===== config.mk =====
export PLATFORM = sky130hd
export DESIGN_NAME = rf_wport_arbiter
export DESIGN_NICKNAME = d
export VERILOG_FILES = /design/src/rtl/rf_wport_arbiter.sv
export SDC_FILE = /design/constraint.sdc
export NUM_CORES = 1
export LEC_CHECK = 0
export ABC_AREA = 1
export BUFFER_PORTS_ARGS = -buffer_cell sky130_fd_sc_hd__buf_2
export CORE_MARGIN = 4
export CORE_UTILIZATION = 27
export CTS_CLUSTER_DIAMETER = 40
export DETAILED_ROUTE_END_ITERATION = 16
export PLACE_DENSITY = 0.57
export SETUP_SLACK_MARGIN = 0.02
export SLEW_MARGIN = 5
export SYNTH_ARGS = -nofsm -noshare
export SYNTH_HDL_FRONTEND = slang
export SYNTH_SLANG_ARGS = --single-unit

===== constraint.sdc =====
create_clock -name clk -period 1.25 [get_ports clk]
set_input_delay 0.25 -clock clk [delete_from_list [all_inputs] [get_ports clk]]
set_output_delay 0.25 -clock clk [all_outputs]
set_load 0.05 [all_outputs]

===== src/rtl/rf_wport_arbiter.sv =====
// rf_wport_arbiter
// Shares the single register-file write port between the in-order writeback
// stage (port 0) and the long-latency unit (port 1). Port 0 has fixed priority.
// With RF_WPORT_AGING_EN defined, a wait counter force-grants port 1 after it
// has been refused MAX_WAIT cycles. Without it, port 1 may starve.
// Accepted results are registered once, then presented on ws_to_rf_bus and the
// trace debug interface one cycle after the handshake.
module rf_wport_arbiter #(
    parameter int MAX_WAIT = 4,
    parameter int CNT_W    = 3
) (
    input  logic        clk,
    input  logic        reset,
    input  logic        p0_valid,
    output logic        p0_ready,
    input  logic        p0_we,
    input  logic [4:0]  p0_dest,
    input  logic [31:0] p0_wdata,
    input  logic [31:0] p0_pc,
    input  logic        p1_valid,
    output logic        p1_ready,
    input  logic        p1_we,
    input  logic [4:0]  p1_dest,
    input  logic [31:0] p1_wdata,
    input  logic [31:0] p1_pc,
    output logic [37:0] ws_to_rf_bus,
    output logic [31:0] debug_wb_pc,
    output logic [3:0]  debug_wb_rf_wen,
    output logic [4:0]  debug_wb_rf_wnum,
    output logic [31:0] debug_wb_rf_wdata
);

    logic        force_p1;
    logic        take0;
    logic        take1;
    logic        rf_we;
    logic        out_v_reg;
    logic        out_we_reg;
    logic [4:0]  out_dest_reg;
    logic [31:0] out_data_reg;
    logic [31:0] out_pc_reg;

    // The counter must be able to hold MAX_WAIT; an out-of-range pair leaves
    // this empty marker block in the elaborated hierarchy.
    if ((MAX_WAIT < 1) || (MAX_WAIT >= (1 << CNT_W))) begin : g_param_out_of_range
    end

`ifdef RF_WPORT_AGING_EN
    localparam logic [CNT_W-1:0] MAX_CNT = CNT_W'(MAX_WAIT);

    logic [CNT_W-1:0] wait_cnt_reg;
    logic [CNT_W-1:0] wait_cnt_next;

    // The count is treated as zero while reset is held, so readys during
    // reset follow plain port-0 priority.
    assign force_p1 = !reset && (wait_cnt_reg == MAX_CNT) && p1_valid;

    // Count refused cycles of a waiting port 1, saturating; clear otherwise.
    always_comb begin
        wait_cnt_next = '0;
        if (p1_valid && !p1_ready) begin
            wait_cnt_next = (wait_cnt_reg == MAX_CNT) ? MAX_CNT : wait_cnt_reg + 1'b1;
        end
    end

    // Wait counter register.
    always_ff @(posedge clk) begin
        if (reset) begin
            wait_cnt_reg <= '0;
        end else begin
            wait_cnt_reg <= wait_cnt_next;
        end
    end
`else
    assign force_p1 = 1'b0;
`endif

    // Readys depend only on valids and the wait count, never on each other's
    // handshake, so there is no valid-to-valid combinational path.
    assign p0_ready = !force_p1;
    assign p1_ready = force_p1 || !p0_valid;

    assign take0 = p0_valid && p0_ready;
    assign take1 = p1_valid && p1_ready && !take0;

    // Capture the granted result; payload is held when nothing transfers.
    always_ff @(posedge clk) begin
        if (reset) begin
            out_v_reg    <= 1'b0;
            out_we_reg   <= 1'b0;
            out_dest_reg <= '0;
            out_data_reg <= '0;
            out_pc_reg   <= '0;
        end else if (take0) begin
            out_v_reg    <= 1'b1;
            out_we_reg   <= p0_we && (p0_dest != 5'd0);
            out_dest_reg <= p0_dest;
            out_data_reg <= p0_wdata;
            out_pc_reg   <= p0_pc;
        end else if (take1) begin
            out_v_reg    <= 1'b1;
            out_we_reg   <= p1_we && (p1_dest != 5'd0);
            out_dest_reg <= p1_dest;
            out_data_reg <= p1_wdata;
            out_pc_reg   <= p1_pc;
        end else begin
            out_v_reg    <= 1'b0;
        end
    end

    // A write reaches the register file for exactly one cycle per accepted result.
    assign rf_we        = out_v_reg && out_we_reg;
    assign ws_to_rf_bus = {rf_we, out_dest_reg, out_data_reg};

    assign debug_wb_pc       = out_pc_reg;
    assign debug_wb_rf_wnum  = out_dest_reg;
    assign debug_wb_rf_wdata = out_data_reg;

    for (genvar gi = 0; gi < 4; gi++) begin : g_dbg_wen
        assign debug_wb_rf_wen[gi] = rf_we;
    end

endmodule


==> results.ini, run 1 <==
[finish]
utilization = 0.404
area_delta_synth_final_pct = 46.4
layout-drive-gt1-share = 0.362
ff_latch_area_mm2 = 0.00142
multi_input_area_mm2 = 0.00147
final_net_count = 932
final_cell_area_mm2 = 0.00535
fill_cells = 1457
num_antenna_cells = 0

[clock_tree]
clkTransAtPathRegs_ns = 0.05
clockBufferDepth = 2
cts-root-buf = clkbuf_16
postCtsHoldBufs = 0
tritoncts = done
numCtsBuffers = 9
cts_sinks = 71
h-tree-depth = 3
clock_latency_ns = 0.32

[critical_path]
cp-end-kind = output port
arrival_ns = 0.98
cp.required_ns = 1.00
cp-start-kind = register
worstPathMaxFanout = 5
crit_type = reg2out

[placement]
dp_hpwl_um = 8610
gp_congestion = 0.875
pre_cts_ws_ns = -0.00679
dpl_cell_area_mm2 = 0.00484
numPortBuffers = 255

[synth]
synth.distinct_cells = 15
syn_inst = 584
synth_top_family_by_area = simple AND/OR/NAND/NOR gates
ys_seq_area_frac = 0.389
synth_compound_area_frac = 0.00411
avgSynthCellArea_um2 = 6.26
muxShareOfSynthArea = 0
synthesis.area_mm2 = 0.00366
ys_warn_count = 0
syn-num-nets = 728
yosys.area_share.adder = 0
synthSimpleGateAreaFrac = 0.395
synth_seq_cells = 71
synth_xor_area_frac = 0

[global_route]
track_usage = 0.143
gr-total-overflow = 0
grt_max_degree = 41
first_global_vias = 3644
grt_pass1_wl_um = 18200
antenna_found_initial = 0

[routing]
dr_wl_met2_um = 5670
viasPerCell = 4.09
dr.pass1.iters = 4
wl_um = 11600
maxUsedRoutingLayer = met4
met3_length_um = 966
routedWlPerCell_um = 12.0
drtIter0Drc = 99
drc = 0
ant_nets = 0
num_vias = 3955
drt-met1-wl_um = 4760

[hold_path]
hold_path_class = in2reg

[die]
initial_core_util = 0.276
placeableCoreArea_mm2 = 0.0132
num_rows = 42
die_area_mm2 = 0.0155
die_w_um = 124
fp.dieH_um = 124
io_pins = 257

[sta]
setup_ws_ns = 0.0223
finalHoldViolations = 0
final_max_slew_viol_count = 0
min_period_ns = 1.23
skew_ns = 0
post-route-period-util = 0.982
rsz0062_at_grt = yes
finalSetupViolations = 0
timing.fmax_mhz = 815

[power_and_ir_drop]
p_leak_uw = 0.00330
powerDensity_mw_per_mm2 = 1260
p_total_uw = 6760
ir_worst_vdd_mv = 0.398

[job]
cap_violations = 0

[run_status]
status = completed

what timing repair did:
| item | CTS | global route |
|---|---|---|
| endpoints found under the hold margin | 0 | 0 |
| resized for setup | 55 | 40 |
| setup endpoints to repair | 42 | 36 |
| buffers inserted | 1 | 0 |
power breakdown:
part / internal [uW] / switching, uW / leakage [uW]
Combinational: 614 / 1310 / 0.00258
Clock: 1430 / 886 / 0.000132
Sequential: 2420 / 105 / 0.000589
critical path, cell delays in order, from the launching register on:
cell,delay (ns)
dfxtp_2,0.32
nand2_2,0.07
clkinv_4,0.10
buf_8,0.16
cell usage after synthesis:
master	count	share of area
buf_2	13	0.018
buf_4	44	0.090
buf_6	3	0.0092
clkbuf_1	12	0.012
clkinv_1	1	0.0010
conb_1	1	0.0010
dfxtp_1	71	0.39
inv_1	76	0.078
inv_2	2	0.0021
nand2_1	279	0.29
nand2_2	1	0.0017
nand3_1	70	0.096
nor2_1	8	0.0082
nor2_4	1	0.0031
o211ai_1	2	0.0041
logic make-up after synthesis:
kind of cell	after synthesis
and+or+nand+nor	359
buffers and inverters	151
DFF	71
AOI/OAI and AO/OA	2
other	1
final timing paths:
kind | slack (ns) | endpoint | start | cells after the start
setup / recovery | 0.02 | debug_wb_rf_wen[2] | out_we_reg | 3
hold / removal | 0.13 | out_v_reg | reset | 2
setup reg to reg | 0.49 | out_we_reg | out_we_reg | 5
hold reg to reg | 0.55 | debug_wb_pc[3] | debug_wb_pc[3] | 4
placed cells by master (no fill, tap or decap), types with 5 or more instances in the layout:
cell	count
buf_8	5
clkbuf_16	9
inv_1	75
nand3_1	70
clkbuf_4	25
nor2_1	8
buf_4	36
buf_2	186
dfxtp_1	69
buf_12	7
buf_6	6
nand2_1	278
per-layer routing:
layer,GRT usage,vias to the layer above
met1,0.166,1692
met4,0.0554,0
met2,0.247,158
met5,0,-
li1,-,2089
met3,0.0437,16
area by class of cell:
type,instances,share of cell area
clock buffers,13,0.0486
clock inverters,1,0.000935
inverters,79,0.0568
multi-input cells,362,0.274
flip-flops and latches,71,0.266
well taps,176,0.0412
repair buffers,265,0.312
metrics by stage:
step | instances | hold WS, ns | TNS, ns
after floorplan | 584 | 0.322 | 0
after global placement | 952 | 0.469 | 0
after detailed placement | 952 | 0.479 | -0.00679
after CTS | 967 | 0.115 | -0.0652
after global routing | 967 | 0.133 | -0.154
final | 967 | 0.131 | 0
Power figures use the tool's default switching activity.
==> run 2: changes to the inputs <==
- SETUP_SLACK_MARGIN: 0.02 -> 0.3
==> run 2 against run 1 <==
Compared with the run above: via count up 3.3%; die area unchanged; core utilization up 8.6 points; worst setup slack better by 0.0055 ns; first-iteration DRC count up 33%; clock-buffer cell count up 1; critical path depth unchanged; largest cell class unchanged; largest power group unchanged; highest routed layer unchanged.
==> results.ini, run 2 (same netlist as run 1, synthesis figures left out) <==
[sta]
post-route-period-util = 0.978  ; -0.00444
skew_ns = 0  ; unchanged
hold_ws_ns = 0.144  ; +0.0128 ns
final_max_slew_viol_count = 0  ; unchanged
rsz0062_at_grt = yes
min_period_ns = 1.22  ; -0.00555 ns
finalHoldViolations = 0  ; unchanged
timing.fmax_mhz = 818  ; +0.45%
finalSetupViolations = 0  ; unchanged

[run_status]
status = completed

[finish]
num_antenna_cells = 0  ; unchanged
area_delta_synth_final_pct = 77.6
final_net_count = 938  ; +0.64%
mostFrequentLayoutCell = nand2_1
layout_common_cells = 278 x nand2_1, 142 x buf_2, 111 x buf_8, 75 x inv_1, 70 x nand3_1
fill_cells = 1275  ; -12%
utilization = 0.490  ; +0.0863
layout-drive-gt1-share = 0.451  ; +0.0896

[clock_tree]
numCtsBuffers = 9  ; unchanged
tritoncts = done
clkTransAtPathRegs_ns = 0.05  ; about the same
postCtsHoldBufs = 0  ; unchanged
clockBufferDepth = 2  ; unchanged
cts_sinks = 71  ; unchanged
clock_latency_ns = 0.33  ; about the same
cts-root-buf = clkbuf_16
h-tree-depth = 3  ; unchanged

[job]
cap_violations = 0  ; unchanged

[die]
io_pins = 257  ; unchanged
initial_core_util = 0.276  ; unchanged
num_rows = 42  ; unchanged
placeableCoreArea_mm2 = 0.0132  ; unchanged
fp.dieH_um = 124  ; unchanged
die_area_mm2 = 0.0155  ; unchanged
die_w_um = 124  ; unchanged

[critical_path]
crit_type = reg2out
cp-start-kind = register
regToRegStartpoint = out_we_reg
worstPathMaxFanout = 5  ; unchanged
arrival_ns = 0.97  ; about the same
cp.required_ns = 1.00  ; about the same
cp-end-kind = output port
setup.worst_path.start = out_we_reg

[routing]
num_vias = 4087  ; +3.3%
viasPerCell = 4.20  ; +2.6%
wl_um = 12500  ; +8.0%
drc = 0  ; unchanged
ant_nets = 0  ; unchanged
drtIter0Drc = 132  ; +33%
dr.pass1.iters = 4  ; unchanged
routedWlPerCell_um = 12.9  ; +7.3%

[placement]
gp_congestion = 0.832  ; -4.9%
numPortBuffers = 255  ; unchanged
dp_hpwl_um = 8660  ; +0.66%

[global_route]
grt_max_degree = 40  ; -2.4%
gr-total-overflow = 0  ; unchanged
antenna_found_initial = 0  ; unchanged
first_global_vias = 4102  ; +13%
grt_pass1_wl_um = 20700  ; +14%
track_usage = 0.160  ; +0.0170

[power_and_ir_drop]
ir_worst_vdd_mv = 0.473  ; +19%
powerDensity_mw_per_mm2 = 1110  ; -12%
p_leak_uw = 0.00362  ; +9.6%

[hold_path]
worstHoldStart = reset
hold_path_class = in2reg

-- run 2: cell types whose count changed in the layout (fill, tap and decap cells not counted), moves of 27 or more --
cell	delta
buf_2	-44
buf_4	-27
buf_8	+106
dfxtp_1	-69
dfxtp_2	+32
dfxtp_4	+37
-- run 2: worst paths after layout --
check / to / slack [ns] / cells past startpoint
worst max-delay path: debug_wb_rf_wen[0] / 0.03 / 3
worst min-delay path: out_v_reg / 0.14 / 2
worst max register to register: out_we_reg / 0.48 / 5
worst min register to register: debug_wb_pc[7] / 0.57 / 4
-- run 2: what timing repair did --
item | in CTS | in global routing
setup endpoints to repair | 112 | 112
setup buffers | 1 | 0
resized for setup | 384 | 5
pin swaps | 0 | 0
-- run 2: area by class of cell --
class                           count  area (um^2)  share of cell area
Tap cell                          176          220              0.0339
Inverter                           79          319              0.0491
Clock buffer                       14          254              0.0391
Sequential cell                    71         1600               0.247
Multi-Input combinational cell    362         1480               0.227
Timing Repair Buffer              271         2620               0.403
Clock inverter                      1         5.00            0.000771
-- run 2: worst max-delay path, cell delays in order, from the launching register on --
cell and delay, ns:
dfxtp_2 0.34, nand2_4 0.07, inv_8 0.08, buf_8 0.14
-- run 2: power by group --
part	internal, uW	switching, uW	total, uW	leakage [uW]
combinational	990	1340	2330	0.00287
sequential	2410	195	2610	0.000623
clock	1380	882	2270	0.000127
-- run 2: metal layers --
layer  vias up  routed length (um)  track usage
met5         -                   0            0
li1       2109                   -            -
met1      1789                5190        0.191
met3        20                 862       0.0442
met2       169                6200        0.274
met4         0                 296       0.0625
-- run 2: stage by stage --
step,total power (uW),setup TNS [ns],area [um^2],worst slack (ns),instances
floorplan,3940,0,3820,0.198,584
global placement,4410,0,5010,0.00793,958
detailed placement,4410,-0.00587,5010,-0.00405,958
CTS,7300,-0.0834,6480,-0.0170,974
global route,7590,-0.0681,6490,-0.0147,974
finish,7200,0,6490,0.0278,974
==> run 3: changes to the inputs <==
- CORE_ASPECT_RATIO: not set -> 2
- CORE_UTILIZATION: 27 -> 42
- PLACE_DENSITY: 0.57 -> 0.82
==> run 3 against run 2 <==
Compared with the run above: non-clock buffer count is 1 lower; clock power up 15%; sequential share of layout area increased by 0.19 points; critical path depth stayed put; global-route usage grew 11 points; clock-buffer cell count up 1; flip-flop and latch count did not move; hold slack worse by 0.023 ns; final area shrank 0.83%; fmax down 1.9%; critical path type unchanged; largest cell class unchanged; largest power group unchanged.
==> results.ini, run 3 (same netlist as run 1, synthesis figures left out) <==
[run_status]
status = completed

[finish]
multi_input_area_mm2 = 0.00147  ; -0.34%
layout_common_cells = 278 x nand2_1, 142 x buf_2, 111 x buf_8, 75 x inv_1, 70 x nand3_1
final_cell_area_mm2 = 0.00644  ; -0.83%
mostFrequentLayoutCell = nand2_1
layout-drive-gt1-share = 0.452  ; +0.00125
ff_latch_area_mm2 = 0.00160  ; about the same
final_net_count = 937  ; -0.11%
utilization = 0.766  ; +0.275
fill_cells = 504  ; -60%
area_delta_synth_final_pct = 76.1
num_antenna_cells = 0  ; unchanged

[clock_tree]
clkTransAtPathRegs_ns = 0.05  ; about the same
clock_latency_ns = 0.32  ; about the same
numCtsBuffers = 9  ; unchanged
cts-root-buf = clkbuf_16
tritoncts = done
clockBufferDepth = 2  ; unchanged
h-tree-depth = 3  ; unchanged
cts_sinks = 71  ; unchanged

[die]
io_pins = 257  ; unchanged
fp.dieH_um = 140  ; +13%
num_rows = 47  ; +12%
die_area_mm2 = 0.0104  ; -33%
placeableCoreArea_mm2 = 0.00841  ; -36%
initial_core_util = 0.435  ; +0.159
die_w_um = 74.0  ; -41%

[critical_path]
cp-start-kind = register
rrSetupSlack_ns = 0.41  ; -0.07 ns
arrival_ns = 1.00  ; +0.03 ns
cp.required_ns = 1.00  ; about the same
cp-end-kind = output port
crit_type = reg2out
worstPathMaxFanout = 5  ; unchanged
r2r_cells = 5  ; unchanged
regToRegStartpoint = debug_wb_rf_wdata[21]
r2r-end = debug_wb_rf_wdata[21]

[routing]
num_vias = 4434  ; +8.5%
drtIter0Drc = 190  ; +44%
viasPerCell = 4.95  ; +18%
wl_um = 14200  ; +13%
routedWlPerCell_um = 15.9  ; +23%
ant_nets = 0  ; unchanged
dr.pass1.iters = 4  ; unchanged
drc = 0  ; unchanged

[placement]
pre_cts_ws_ns = 0.00753  ; +0.0116 ns
numPortBuffers = 255  ; unchanged
gp_congestion = 0.871  ; +4.7%
dpl_cell_area_mm2 = 0.00491  ; -2.0%
dp_hpwl_um = 8690  ; +0.31%

[global_route]
track_usage = 0.273  ; +0.113
grt_max_degree = 35  ; -13%
grt_pass1_wl_um = 21800  ; +5.5%
antenna_found_initial = 0  ; unchanged
first_global_vias = 4563  ; +11%
gr-total-overflow = 0  ; unchanged

[power_and_ir_drop]
p_total_uw = 7580  ; +5.2%
p_leak_uw = 0.00363  ; +0.42%
ir_worst_vdd_mv = 0.820  ; +73%
powerDensity_mw_per_mm2 = 1180  ; +6.1%

[hold_path]
worstHoldStart = reset
holdPathEnd = out_v_reg
hold_depth = 2  ; unchanged
hold_path_class = in2reg

[sta]
timing.fmax_mhz = 803  ; -1.9%
skew_ns = 0  ; unchanged
finalSetupViolations = 0  ; unchanged
min_period_ns = 1.25  ; +0.0234 ns
setup_ws_ns = 0.00447  ; -0.0234 ns
rsz0062_at_grt = yes
final_max_slew_viol_count = 0  ; unchanged
finalHoldViolations = 0  ; unchanged
post-route-period-util = 0.996  ; +0.0187

[job]
cap_violations = 0  ; unchanged

==> run 3: changes by cell type in the layout (fill, tap and decap cells not counted), sizes merged <==
cell    previous run  this run
inv               79        78
buf              271       270
clkinv             1         2
clkbuf            14        15
==> run 3: what timing repair did <==
item | in CTS | in global routing
gates resized for setup | 383 | 2
setup buffers | 1 | 1
gates cloned | 0 | 0
hold buffers | 0 | 0
setup endpoints to repair | 112 | 111
==> run 3: cell type report <==
type	count	share of cell area
Clock buffer	15	0.0482
Timing Repair Buffer	270	0.406
Clock inverter	1	0.000777
Multi-Input combinational cell	362	0.228
Tap cell	98	0.0190
Sequential cell	71	0.249
Inverter	79	0.0492
==> run 3: how the worst max path moves through the flow <==
stage,depth (start not counted),start,slack (ns),endpoint
after detailed placement,8,p0_valid,0.008,out_we_reg
after CTS,3,out_we_reg,-0.02,debug_wb_rf_wen[3]
after global routing,3,out_we_reg,-0.03,debug_wb_rf_wen[2]
after global placement,8,p0_valid,0.02,out_we_reg
after floorplan,10,p0_valid,0.20,debug_wb_rf_wdata[10]
final,3,out_v_reg,0.004,debug_wb_rf_wen[2]
==> run 3: layer usage <==
metal,vias to the layer above,share of wire,track usage
li1,2109,-,-
met1,2004,0.33,0.280
met2,267,0.54,0.488
met3,54,0.080,0.0674
met4,0,0.050,0.141
met5,-,0,0
==> run 3: where the power goes <==
| part | switching (uW) | internal [uW] | leakage (uW) |
|---|---|---|---|
| combinational | 1380 | 987 | 0.00285 |
| clock | 907 | 1690 | 0.000156 |
| sequential | 197 | 2410 | 0.000622 |
| total | 2490 | 5090 | 0.00363 |
==> run 3: worst max-delay path, stage by stage, from the launching register on <==
cell,delay [ns]
dfxtp_1,0.31
nand2_2,0.09
clkinv_4,0.10
buf_8,0.17
==> run 3: per-stage QoR <==
stage | hold slack [ns] | cells | TNS, ns
global route | 0.119 | 896 | -0.136
floorplan | 0.322 | 584 | 0
detailed placement | 0.457 | 878 | 0
finish | 0.121 | 896 | 0
CTS | 0.107 | 895 | -0.0744
global placement | 0.456 | 878 | 0
